$ cat src/rtl/imm_encoder.sv
// Packs a signed immediate and register/opcode fields into a RISC-V I/S/B/J instruction word.
// Two-stage valid/ready pipeline with range checks, a running write address and an error counter.
module imm_encoder #(
  parameter int unsigned       ADDR_W    = 32,
  parameter logic [ADDR_W-1:0] BASE_ADDR = '0,
  parameter int unsigned       ERR_CNT_W = 8
) (
  input  logic                 clk,
  input  logic                 rst,
  input  logic                 in_valid,
  output logic                 in_ready,
  input  logic [1:0]           in_immsrc,
  input  logic [31:0]          in_imm,
  input  logic [6:0]           in_opcode,
  input  logic [4:0]           in_rd,
  input  logic [2:0]           in_funct3,
  input  logic [4:0]           in_rs1,
  input  logic [4:0]           in_rs2,
  input  logic                 addr_clr,
  output logic                 out_valid,
  input  logic                 out_ready,
  output logic [31:0]          out_instr,
  output logic [ADDR_W-1:0]    out_addr,
  output logic                 out_err,
  output logic [ERR_CNT_W-1:0] err_count
);

  localparam logic [1:0]           FMT_I   = 2'b00;
  localparam logic [1:0]           FMT_S   = 2'b01;
  localparam logic [1:0]           FMT_B   = 2'b10;
  localparam logic [ERR_CNT_W-1:0] ERR_MAX = '1;

  logic                 r_s1_valid;
  logic [31:0]          r_s1_instr;
  logic                 r_s1_err;
  logic                 r_s2_valid;
  logic [31:0]          r_instr;
  logic                 r_err;
  logic [ADDR_W-1:0]    r_addr;
  logic [ERR_CNT_W-1:0] r_err_cnt;

  logic signed [31:0]   w_imm_s;
  logic [31:0]          w_imm;
  logic                 w_err;
  logic [31:0]          w_instr;
  logic                 w_s1_adv;
  logic                 w_in_fire;
  logic                 w_out_fire;

  assign w_s1_adv   = !r_s2_valid || out_ready;
  assign in_ready   = !r_s1_valid || w_s1_adv;
  assign w_in_fire  = in_valid && in_ready;
  assign w_out_fire = r_s2_valid && out_ready;

  assign out_valid  = r_s2_valid;
  assign out_instr  = r_instr;
  assign out_err    = r_err;
  assign out_addr   = r_addr;
  assign err_count  = r_err_cnt;

  // Range/alignment check, then scatter the (possibly zeroed) immediate into the format
  always_comb begin
    w_imm_s = $signed(in_imm);
    case (in_immsrc)
      FMT_I, FMT_S: w_err = (w_imm_s < -32'sd2048) || (w_imm_s > 32'sd2047);
      FMT_B:        w_err = (w_imm_s < -32'sd4096) || (w_imm_s > 32'sd4094) || in_imm[0];
      default:      w_err = (w_imm_s < -32'sd1048576) || (w_imm_s > 32'sd1048574) || in_imm[0];
    endcase
    w_imm = w_err ? 32'd0 : in_imm;
    case (in_immsrc)
      FMT_I:   w_instr = {w_imm[11:0], in_rs1, in_funct3, in_rd, in_opcode};
      FMT_S:   w_instr = {w_imm[11:5], in_rs2, in_rs1, in_funct3, w_imm[4:0], in_opcode};
      FMT_B:   w_instr = {w_imm[12], w_imm[10:5], in_rs2, in_rs1, in_funct3,
                          w_imm[4:1], w_imm[11], in_opcode};
      default: w_instr = {w_imm[20], w_imm[10:1], w_imm[11], w_imm[19:12], in_rd, in_opcode};
    endcase
  end

  always_ff @(posedge clk or posedge rst) begin
    if (rst) begin
      r_s1_valid <= 1'b0;
      r_s1_instr <= '0;
      r_s1_err   <= 1'b0;
    end else if (w_in_fire) begin
      r_s1_valid <= 1'b1;
      r_s1_instr <= w_instr;
      r_s1_err   <= w_err;
    end else if (w_s1_adv) begin
      r_s1_valid <= 1'b0;
    end
  end

  // Output stage holds its word while stalled
  always_ff @(posedge clk or posedge rst) begin
    if (rst) begin
      r_s2_valid <= 1'b0;
      r_instr    <= '0;
      r_err      <= 1'b0;
    end else if (w_s1_adv) begin
      r_s2_valid <= r_s1_valid;
      if (r_s1_valid) begin
        r_instr <= r_s1_instr;
        r_err   <= r_s1_err;
      end
    end
  end

  always_ff @(posedge clk or posedge rst) begin
    if (rst) begin
      r_addr    <= BASE_ADDR;
      r_err_cnt <= '0;
    end else begin
      if (addr_clr)        r_addr <= BASE_ADDR;
      else if (w_out_fire) r_addr <= r_addr + ADDR_W'(4);
      if (w_out_fire && r_err && (r_err_cnt != ERR_MAX))
        r_err_cnt <= r_err_cnt + ERR_CNT_W'(1);
    end
  end

endmodule

$ cat config.mk
export PLATFORM = sky130hd
export DESIGN_NAME = imm_encoder
export DESIGN_NICKNAME = d
export VERILOG_FILES = /design/src/rtl/imm_encoder.sv
export SDC_FILE = /design/constraint.sdc
export NUM_CORES = 1
export LEC_CHECK = 0
export ABC_CLOCK_PERIOD_IN_PS = 2800
export BUFFER_PORTS_ARGS = -buffer_cell sky130_fd_sc_hd__buf_2
export CAP_MARGIN = 10
export CELL_PAD_IN_SITES_DETAIL_PLACEMENT = 0
export CELL_PAD_IN_SITES_GLOBAL_PLACEMENT = 1
export CORE_UTILIZATION = 30
export DETAILED_ROUTE_END_ITERATION = 8
export GPL_ROUTABILITY_DRIVEN = 1
export HOLD_SLACK_MARGIN = 0.05
export PLACE_DENSITY = 0.7
export SLEW_MARGIN = 20
export SYNTH_ARGS = -nofsm -noshare
export SYNTH_HDL_FRONTEND = slang
export SYNTH_SLANG_ARGS = --single-unit
$ cat constraint.sdc
create_clock -name clk -period 2.8 [get_ports clk]
set_input_delay 0.28 -clock clk [delete_from_list [all_inputs] [get_ports clk]]
set_output_delay 0.28 -clock clk [all_outputs]
set_load 0.02 [all_outputs]
==> reports/results.tsv <==
metric	value	unit
outcome	complete, no violations	
area_growth	23.8	%
drv_cap	0	
p_leak	2.95	nW
final_core_util	38.0	%
final_nets	681	
fin_area	0.00628	mm²
slowest_stage	dfrtp_1	
fin_tns_setup	0	ns
route.vias.total	4116	
fin_crit	1.94	ns
max-slew-margin-rel	48.4	%
synth-main-ff-cell	dfrtp_1	
hold_path_class	primary input to asynchronous set/reset pin	
rsz0062_at_grt	no	
required	3.03	ns
clock_latency	0.34	ns
crit_type	flip-flop to flip-flop	
hold_ws	0.109	ns
ys_warn_count	0	
antenna_found_initial	0	
arrival	2.17	ns
fin_ws	0.858	ns
wirelength	12800	µm
period_share	69.4	%
cts_buffers	9	
syn_area_per_cell	10.5	µm²
fmax	515	MHz
cp_slowest_stage_delay	0.43	ns
synthDistinctLibCells	57	
dpl.hpwl	9390	µm
ys_seq_area_share	52.3	%
drt_iter0_markers	210	
grt_max_degree	107	
antenna_cells	0	
synth-edff-count	0	
dieArea	0.0174	mm²
overflow	0	
start_util	30.7	%
ios	139	
cts_sinks	106	
core.rowCount	47	
crit_fanout	7	
async_flop_share	100	%
fin_cells	840	
syn_area	0.00507	mm²
dr.pass1.iters	4	
skew	0.00776	ns
gr-usage-all-layers	15.4	%
viasPerCell	4.90	
worst_slew_pin_slew	0.772	ns
postSynthCellCount	482	
io_buffers	136	
drc	0	
clkTransAtPathRegs	0.07	ns
drive_above_1_share	34.2	%
finalSetupViolCount	0	
p_total	3.94	mW
powerDensity	628	mW/mm²
fp.dieW	132	µm
peakVddDrop	354	µV
start_kind	flip-flop	
regToRegStartpoint	out_addr[9]	
path_cells	and4_1 -> and4_4 -> nand4_2 -> nor3_1 -> mux2_2	
htreeDepth	3	
finalMaxSlewViolations	0	
dp_slack	0.710	ns
final_common_cell	buf_2	
ys_seq_elements	106	
cts_tree	done	
cp-end-kind	flip-flop	
startpoint	out_addr[9]	
drtAntennaViolNets	0	
grt_pass1_wl	21300	µm
die_h	132	µm
grt_pass1_vias	4157	
dpl_cell_area	0.00599	mm²
cts_resized	0	
wl_per_cell	15.3	µm
root_buffer	clkbuf_16	
final_cell_mix	buf_2, dfrtp_1, nand2_1	
core-area	0.0165	mm²
hold_buffers	0	
post-cts-setup-buffer-count	0	
clock_path_buffers	2	
globalplace.congestion	0.921	
finalHoldViolCount	0	
place_inst	824	
-- flip-flops by register name, summed over array words and instances, names as in the netlist --
signal / flops
out_instr: 32
r_s1_instr: 32
out_addr: 30
err_count: 8
out_err: 1
out_valid: 1
r_s1_err: 1
r_s1_valid: 1
-- metal layers --
| metal | up-vias | track usage, % | part of all wire, % |
|---|---|---|---|
| met3 | 16 | 3.69 | 6.1 |
| met5 | - | 0 | 0 |
| met2 | 133 | 24.1 | 46 |
| met4 | 0 | 5.94 | 1.7 |
| li1 | 1981 | - | - |
| met1 | 1986 | 20.5 | 46 |
-- synth_stat cells, drive strengths merged (5+ instances only) --
library cell	instances	share of area, %
and3	8	0.99
clkbuf	11	0.81
nand2b	5	0.62
buf	10	1.1
nor2	46	3.4
xnor2	21	3.6
a21oi	33	3.3
o31ai	12	1.8
nor3	9	0.89
o21ai	9	0.96
o211ai	8	1.2
xor2	12	2.1
and4	7	1.3
mux2	37	8.2
nand3	13	1.4
nand4	19	2.6
nor4	14	2.5
nand2	47	3.5
inv	17	1.3
dfrtp	106	52
-- kinds of logic (layout without fill, tap and decap cells) --
family	count (synthesis)	count (layout)	synth area share [%]
AO/OA/AOI/OAI	78	78	10.0
XOR/XNOR	33	33	5.70
adder cells (fa/ha/maj)	2	2	0.494
buffers and inverters	38	175	3.21
flip-flops	106	106	52.3
multiplexers	38	38	8.42
other	1	2	0.0740
AND/OR/NAND/NOR	186	186	19.7
-- worst max-delay path, delay by kind of cell, from the launching register on --
| family | cells | cell delay (ns) |
|---|---|---|
| and+or+nand+nor | 4 | 1.04 |
| muxes | 1 | 0.36 |
| DFF | 1 | 0.43 |
-- cell type report --
type / instances / area [µm²]
inverters: 17 / 67.6
clock inverters: 6 / 47.5
repair buffers: 142 / 738
multi-input cells: 339 / 2260
flip-flops and latches: 106 / 2650
clock buffers: 10 / 239
well taps: 220 / 275
fillers: 1660 / 10200
-- power breakdown --
group | switching (mW) | total (mW) | internal (mW)
logic | 0.507 | 0.839 | 0.332
clock network | 0.593 | 1.23 | 0.638
registers | 0.137 | 1.87 | 1.73
-- path summary, 6_finish.rpt --
kind	endpoint	slack, ns	cells after the start
max in group asynchronous	r_s1_instr[17]	2.28	3
worst max-delay path	out_addr[31]	0.86	5
min in group clk	r_s1_instr[4]	0.12	3
worst max register to register	out_addr[31]	0.86	5
worst min register to register	r_s1_instr[0]	0.47	2
worst min-delay path	out_addr[12]	0.11	3
Note: power is estimated with default switching activity, not from simulation.
